==> src/rtl/dnn_pkg.sv <==
// dnn_pkg: shared types and constants for the DNN weight fetch path
package dnn_pkg;
    localparam int LINE_BYTES = 64;
    typedef logic [7:0][63:0] line_t;
    typedef enum logic [2:0] {IDLE, FETCH, WAIT, HOLD, DRAIN} fetch_state_t;
endpackage

==> src/rtl/dnn_line_buf.sv <==
// dnn_line_buf: single-entry line buffer with valid flag
module dnn_line_buf
    import dnn_pkg::*;
(
    input  logic  clk,
    input  logic  rst_n,
    input  logic  i_load,
    input  logic  i_take,
    input  line_t i_data,
    output line_t o_data,
    output logic  o_valid
);
    line_t r_data;
    logic  r_valid;
    // capture a line on load; take empties the entry
    always_ff @(posedge clk or negedge rst_n) begin
        if (!rst_n) begin
            r_data  <= '0;
            r_valid <= 1'b0;
        end else begin
            if (i_load) r_data <= i_data;
            r_valid <= i_load | (r_valid & ~i_take);
        end
    end
    assign o_data  = r_data;
    assign o_valid = r_valid;
endmodule

==> src/rtl/dnn_weight_fetch.sv <==
// dnn_weight_fetch: prefetching line responder between host memory and the DNN weight loader
module dnn_weight_fetch
    import dnn_pkg::*;
#(
    parameter int LINE_WORDS = 8,
    parameter int CNT_W      = 16
) (
    input  logic                         clk,
    input  logic                         rst_n,
    input  logic                         start,
    input  logic [63:0]                  base_addr,
    input  logic [CNT_W-1:0]             num_lines,
    input  logic                         req_mem,
    output logic                         mem_ready,
    output logic [LINE_WORDS*8-1:0][7:0] mem_data,
    output logic                         rd_req,
    output logic [63:0]                  rd_addr,
    input  logic                         rd_ready,
    input  logic                         rd_valid,
    input  logic [LINE_WORDS*8-1:0][7:0] rd_data,
    output logic                         busy,
    output logic                         done,
    output logic                         overrun
);
    fetch_state_t     r_state, w_next;
    logic [63:0]      r_base;
    logic [CNT_W-1:0] r_num, r_fetch_idx, r_deliver_idx;
    logic [1:0]       r_owed;
    logic             r_mem_ready, r_busy, r_done, r_overrun;
    line_t            r_mem_data, w_buf_data;
    logic             w_buf_valid, w_start_ok, w_fill, w_req_ok, w_want, w_deliver;

    assign w_start_ok = start && r_state == IDLE && !r_busy;
    assign w_fill     = r_state == WAIT && rd_valid;
    assign w_req_ok   = req_mem && r_deliver_idx != r_num;
    // a request arriving this cycle counts as owed, and a line arriving this cycle counts as held
    assign w_want     = r_owed != 2'd0 || w_req_ok;
    assign w_deliver  = w_want && (w_buf_valid || w_fill);

    dnn_line_buf u_buf (
        .clk     (clk),
        .rst_n   (rst_n),
        .i_load  (w_fill && !w_want),
        .i_take  (w_deliver && w_buf_valid),
        .i_data  (rd_data),
        .o_data  (w_buf_data),
        .o_valid (w_buf_valid)
    );

    // state register
    always_ff @(posedge clk or negedge rst_n) begin
        if (!rst_n) r_state <= IDLE;
        else        r_state <= w_next;
    end

    // next state and read request
    always_comb begin
        w_next = r_state;
        rd_req = 1'b0;
        case (r_state)
            IDLE:    if (w_start_ok && num_lines != '0) w_next = FETCH;
            FETCH: begin
                rd_req = 1'b1;
                if (rd_ready) w_next = WAIT;
            end
            WAIT:    if (rd_valid) w_next = HOLD;
            HOLD:    if (!w_buf_valid) w_next = r_fetch_idx < r_num ? FETCH :
                                                r_deliver_idx == r_num ? IDLE : DRAIN;
            DRAIN:   if (r_deliver_idx == r_num) w_next = IDLE;
            default: w_next = IDLE;
        endcase
    end

    assign rd_addr = rd_req ? r_base + 64'(r_fetch_idx) * 64'(LINE_BYTES) : 64'd0;

    // load parameters, line counters, owed count and overrun flag
    always_ff @(posedge clk or negedge rst_n) begin
        if (!rst_n) begin
            r_base        <= '0;
            r_num         <= '0;
            r_fetch_idx   <= '0;
            r_deliver_idx <= '0;
            r_owed        <= '0;
            r_overrun     <= 1'b0;
        end else if (w_start_ok) begin
            r_base        <= base_addr;
            r_num         <= num_lines;
            r_fetch_idx   <= '0;
            r_deliver_idx <= '0;
            r_owed        <= 2'd1;
            r_overrun     <= 1'b0;
        end else begin
            if (rd_req && rd_ready) r_fetch_idx <= r_fetch_idx + CNT_W'(1);
            if (w_deliver) r_deliver_idx <= r_deliver_idx + CNT_W'(1);
            if ((req_mem && !w_req_ok) || (w_req_ok && !w_deliver && r_owed == 2'd2)) r_overrun <= 1'b1;
            if (w_req_ok && !w_deliver && r_owed != 2'd2) r_owed <= r_owed + 2'd1;
            else if (w_deliver && !w_req_ok) r_owed <= r_owed - 2'd1;
        end
    end

    // delivery pulse, held line data, done pulse and busy
    always_ff @(posedge clk or negedge rst_n) begin
        if (!rst_n) begin
            r_mem_ready <= 1'b0;
            r_mem_data  <= '0;
            r_done      <= 1'b0;
            r_busy      <= 1'b0;
        end else begin
            r_mem_ready <= w_deliver;
            if (w_deliver) r_mem_data <= w_buf_valid ? w_buf_data : rd_data;
            r_done <= w_start_ok ? num_lines == '0 : w_deliver && r_deliver_idx + CNT_W'(1) == r_num;
            r_busy <= r_done ? 1'b0 : r_busy | w_start_ok;
        end
    end

    assign mem_ready = r_mem_ready;
    assign mem_data  = r_mem_data;
    assign done      = r_done;
    assign busy      = r_busy;
    assign overrun   = r_overrun;
endmodule
==> config.mk <==
export PLATFORM = sky130hd
export DESIGN_NAME = dnn_weight_fetch
export DESIGN_NICKNAME = d
export VERILOG_FILES = /design/src/rtl/dnn_pkg.sv /design/src/rtl/dnn_line_buf.sv /design/src/rtl/dnn_weight_fetch.sv
export SDC_FILE = /design/constraint.sdc
export NUM_CORES = 2
export LEC_CHECK = 0
export CORE_AREA = 2 2 456 458
export CTS_CLUSTER_SIZE = 16
export DETAILED_ROUTE_END_ITERATION = 7
export DIE_AREA = 0 0 458 460
export PLACE_DENSITY = 0.48
export SLEW_MARGIN = 20
export SYNTH_ARGS = -nofsm -noshare
export SYNTH_HDL_FRONTEND = slang
export SYNTH_SLANG_ARGS = --single-unit
==> constraint.sdc <==
create_clock -name clk -period 3.99 [get_ports clk]
set_clock_uncertainty 0.05 [all_clocks]
set_input_delay 1.197 -clock clk [delete_from_list [all_inputs] [get_ports clk]]
set_output_delay 1.197 -clock clk [all_outputs]
set_load 0.01 [all_outputs]
Yosys cells after proc, flatten, opt, wreduce, memory -nomap -nowiden
Cells that the tools add are included.
W data, S select, Z words.

cells by class
  bitwise operators = 4
  shift-type cells = 0
  muxes and demuxes = 22
  div/mod/pow operators = 0
  equality and inequality tests = 14
  multiply operators = 0
  $lt $le $gt $ge = 1
  reductions and logical operators = 31
  add/subtract/negate cells = 5

operator list
  operator                 count
  $mux W512                1
  $add A64 B22 Y64         1
  $mux W16                 4
  $mux W64                 1
  $add A16 B1 Y16 const B  2
  $eq A16 B16 Y1           2
  $mux W3                  7
  $logic_not A16 Y1        1
  $lt A16 B16 Y1           1
  $ne A16 B16 Y1           1
  $reduce_bool A16 Y1      1
  $logic_and A1 B1 Y1      15
  $pmux W3 S5              1
  $ne A2 B2 Y1 const B     5
  $reduce_bool A2 Y1       4
  $eq A3 B2 Y1 const B     2
  $mux W2                  3
  $mux W1                  5
  $reduce_and A5 Y1        1
  $logic_not A1 Y1         4
  $eq A3 B1 Y1 const B     1
  $eq A3 B3 Y1 const B     1
  $logic_not A3 Y1         1
  $logic_or A1 B1 Y1       3
  8 further kinds          9

storage, ports and cells
  memories = 0
  latch bits = 0
  RAM bits = 0
  register bits = 1146
  memory bits (read-only) = 0
  logic and storage cells = 104

Longest topological paths before layout
  depth after elaboration = 10
  depth in mapped cells = 14
  gate-level depth less buffers = 10

Cells and area by module
A second synthesis with hierarchy kept.

second synthesis, totals
  cell total of the unflattened synthesis = 4271
  area total of the unflattened synthesis = 50455.9 um2

modules (own cells, without submodules)
  module            instances  cells an instance  area each (um2)  seq. area each (um2)
  dnn_weight_fetch  1          3187               31224.9          15840.2
  dnn_line_buf      1          1084               19230.9          12837.3

Least setup slack after synthesis
OpenSTA, ideal clock, no wires.

  path type = register -> output
  start = reg r_fetch_idx[0]
  end = out rd_addr[46]
  stages on the path, launching flop included = 12
  setup slack = 0.083 ns
  required time = 2.743 ns
  data arrival time = 2.660 ns
  path through = dfrtp_1 > ha_1 > inv_1 > fa_1 > nor2b_1 > o21ai_1 > a21o_1 > a31oi_1 > o21ai_1 > clkbuf_1 > or4_1 > a21oi_1

between the ends
  cells in the longest elaborated chain, start to end = 2

RTL lines
  what                    line                    RTL
  from (decl)             dnn_weight_fetch.sv:27  logic [CNT_W-1:0] r_num, r_fetch_idx, r_deliver_idx;
  from (signal assigned)  dnn_weight_fetch.sv:93  if (rd_req && rd_ready) r_fetch_idx <= r_fetch_idx + CNT_W'(1);
  $add A64 B22 Y64        dnn_weight_fetch.sv:74  assign rd_addr = rd_req ? r_base + 64'(r_fetch_idx) * 64'(LINE_BYTES) : 64'd0;
  $mux W64                dnn_weight_fetch.sv:74
  to (decl)               dnn_weight_fetch.sv:17  output logic [63:0] rd_addr,

No other way between the ends.

Final worst setup path
  start = reg r_fetch_idx[1]
  end = out rd_addr[32]

Same word-level chain as after synthesis.

==> metrics.csv <==
stage,metric,value,unit
placement,DP HPWL,142000,um
die,core area,206000,sq um
worst_setup_path,R2R cell count,8,
worst_setup_path,FF-to-FF End,mem_data[471],
power,Comb power frac,35.1,%
die,row cnt,167,
global_routing,pin count of the biggest net entering global routing,95,
flow_run,number of maximum-capacitance violations,0,
sta,Fmax,210,MHz
placement,gpl congestion,0.867,
detailed_routing,number of remaining DRC errors,0,
global_routing,vias in the first global route,38330,
yosys,Mapped Nets,4966,
die,DIE HEIGHT,460,um
yosys,post-synth top area share,57.0,%
placement,DP Cell Count,8146,
sta,Finish-stage setup viols,50,
power,Sw Share,33.2,%
clock_network,clk root buf,clkbuf_16,
yosys,top_reg_cell synth,dfrtp_1,
worst_setup_path,FF-to-FF Start,r_deliver_idx[3],
die,DIE WIDTH,458,um
clock_network,CTS tree,done,
yosys,ranking of synthesized cells by area,"dfrtp_1, mux2_2, mux2i_1",
worst_setup_path,Setup crit start kind,register,
die,Die ar.,211000,sq um
power,sequential power share,38.8,%
cells_and_area,Final Non-Filler Cells,8445,
worst_setup_path,"critical path fanouts, max",8,
die,Initial Utilization,24.4,%
power,Peak supply drop,0.000400,V
worst_setup_path,Setup CP Type,reg2out,
detailed_routing,ANT nets after route,0,
sta,Slew @ Worst Pin,1.04,ns
detailed_routing,wire length per cell,22.4,um
power,Int Pwr,0.0340,W
detailed_routing,Pre-antenna DRT Iters,5,
placement,dpl ws,-0.545,ns
clock_network,CTS Hold Bufs,0,
yosys,"area leader, netlist",dfrtp_1,
yosys,Yosys cell types,64,
placement,IO buf count,1178,
detailed_routing,First DRT Iteration DRCs,1901,
cells_and_area,"commonest non-fill, non-tap cell in the layout",dfrtp_1,
clock_network,Num CTS Buffers,141,
cells_and_area,fin area,72100,sq um
sta,Tcrit/Tclk final,119,%
global_routing,remaining global-route overflow,0,
sta,slew margin rel.,30.5,%
yosys,Synth Area per Inst,11.6,sq um
worst_setup_path,CP required,2.74,ns
yosys,number of synthesized flops with an enable pin,0,
cells_and_area,fill count,20650,
power,Pleak,31.0,nW
clock_network,H-tree Lvls,4,
status,status,"complete, but fails checks",
cells_and_area,Layout Nets,6256,
die,io pins,1179,
yosys,Syn. warnings,0,
sta,Hold WS,0.307,ns
yosys,share of flip-flops with an asynchronous set or reset,100,%
power,clock power share,26.1,%
cells_and_area,highest-count cells in the layout ignoring fill and taps,"dfrtp_1, clkdlybuf4s50_1, nand2_1",
sta,worst setup margin,-0.775,ns
sta,final hold vios,0,
global_routing,first-pass GRT wire length,274000,um
detailed_routing,Post-Route WL,189000,um
worst_setup_path,worst reg-to-reg setup slack,0.59,ns
detailed_routing,vias per std cell,4.48,
cells_and_area,Area Overhead vs Synth,43.2,%
clock_network,"CTS clk-pin slew, worst paths",0.06,ns
yosys,Post-Synthesis Cells,4334,
worst_setup_path,nature of the critical path endpoint,primary output,
clock_network,Clock Latency Late Sink,0.77,ns
sta,Final Max Tran Viols,0,
yosys,Yosys reg bits,1146,
status,failing checks,negative setup slack,
sta,RSZ-0062 raised after global routing,true,
global_routing,antenna violations before repair,81,
placement,placed cell area,66500,sq um
clock_network,Sink Count,1146,
clock_network,clock buffer depth,3,
hold_path,HP Class,in2async,
power,PwrDens,707,nW/um^2
power,final total power,0.0510,W
detailed_routing,vias,37847,
worst_setup_path,Worst EP arrival,3.52,ns
yosys,register area share after synthesis,57.0,%
yosys,Post-Syn Area,50300,sq um
power,switching pwr,0.0169,W
global_routing,GRT Total Usage,17.5,%
sta,post-layout min period,4.77,ns
cells_and_area,share of cells above drive strength 1,20.3,%
[repair_timing]
| action | 4_1_cts | 5_1_grt |
|---|---|---|
| resized for setup | 307 | 84 |
| gates cloned | 2 | 1 |
| pin swaps | 63 | 49 |
| setup endpoints to repair | 65 | 54 |
| buffers inserted | 36 | 9 |
[power by group through the flow]
stage / logic, W / registers, W / clock network (W)
finish: 0.0179 / 0.0198 / 0.0133
global route: 0.0195 / 0.0204 / 0.0142
CTS: 0.0181 / 0.0198 / 0.0137
detailed placement: 0.0179 / 0.0199 / 0
global placement: 0.0177 / 0.0197 / 0
floorplan: 0.00712 / 0.0203 / 0
[cells by family (layout without fill, tap and decap cells)]
family / count (synthesis) / in the layout / share of synthesized area (%)
mux: 1027 / 1027 / 21.7
xor+xnor: 72 / 72 / 1.27
flops: 1146 / 1146 / 57.0
fa+ha+maj: 34 / 34 / 0.860
other cells: 0 / 15 / 0
compound gates: 720 / 720 / 7.71
buf+inv: 319 / 1710 / 3.02
simple gates: 1016 / 1017 / 8.47
[per-stage QoR]
stage	TNS (ns)	utilization [%]
final	-27.67	35.0
after global routing	-36.72	35.0
after CTS	-31.15	34.8
after detailed placement	-14.36	32.3
after global placement	-14.46	32.3
after floorplan	0	-
[flip-flops by register name, summed over array words and instances, names as in the netlist]
signal and flops:
r_base 64, busy 1, mem_ready 1, overrun 1, r_owed 2, mem_data 512, r_state 3, u_buf.o_valid 1
r_deliver_idx 16, done 1, u_buf.o_data 512, r_fetch_idx 16, r_num 16
[cell type report]
class / count / area [sq um] / area share, %
repair buffers: 1432 / 14300 / 19.9
diodes: 15 / 37.5 / 0.0521
well taps: 2704 / 3380 / 4.69
flip-flops and latches: 1146 / 28700 / 39.8
clock buffers: 202 / 4050 / 5.61
multi-input cells: 2870 / 20700 / 28.8
inverters: 33 / 131 / 0.182
clock inverters: 43 / 728 / 1.01
[cells in the mapped netlist (all sizes together), types with 3 or more instances]
cell type,number
a21o,20
o21ai,566
and3,21
ha,33
a21oi,57
or4,19
inv,33
mux2i,515
and4,3
nor2b,5
o21a,3
xnor2,41
nand3,34
nor4,9
buf,133
or2,4
a31o,4
nand2,771
o31ai,15
a211oi,13
and2,18
or3,17
o211ai,11
nand4,23
nor2,70
a31oi,8
a2111oi,3
dfrtp,1146
xor2,31
mux2,512
nand2b,5
nor3,11
clkbuf,153
[metal layers]
| metal | vias to the layer above | GRT usage [%] | share of wire (%) |
|---|---|---|---|
| met5 | - | 0 | 0.40 |
| met4 | 116 | 4.87 | 2.7 |
| met3 | 333 | 8.53 | 10 |
| met2 | 1037 | 28.2 | 47 |
| met1 | 18665 | 20.6 | 40 |
| li1 | 17696 | - | - |
[how the worst max path moves through the flow]
stage	to	cells after the start	startpoint
floorplan	rd_addr[46]	11	r_fetch_idx[0]
global route	rd_addr[48]	13	r_base[6]
CTS	rd_addr[35]	10	r_fetch_idx[1]
detailed placement	rd_addr[50]	13	r_base[6]
global placement	rd_addr[60]	13	r_base[6]
finish	rd_addr[32]	13	r_fetch_idx[1]
[critical path: stages, from the launching register on]
cell and delay [ns]:
dfrtp_1 0.41, buf_6 0.12, inv_2 0.04, fa_2 0.38
nor2b_4 0.14, o21ai_2 0.07, a21o_1 0.19, a31oi_2 0.16
buf_4 0.16, o21ai_4 0.11, buf_12 0.17, or4_4 0.51
a21oi_2 0.14, buf_2 0.14
(Power assumes the default switching activity.)
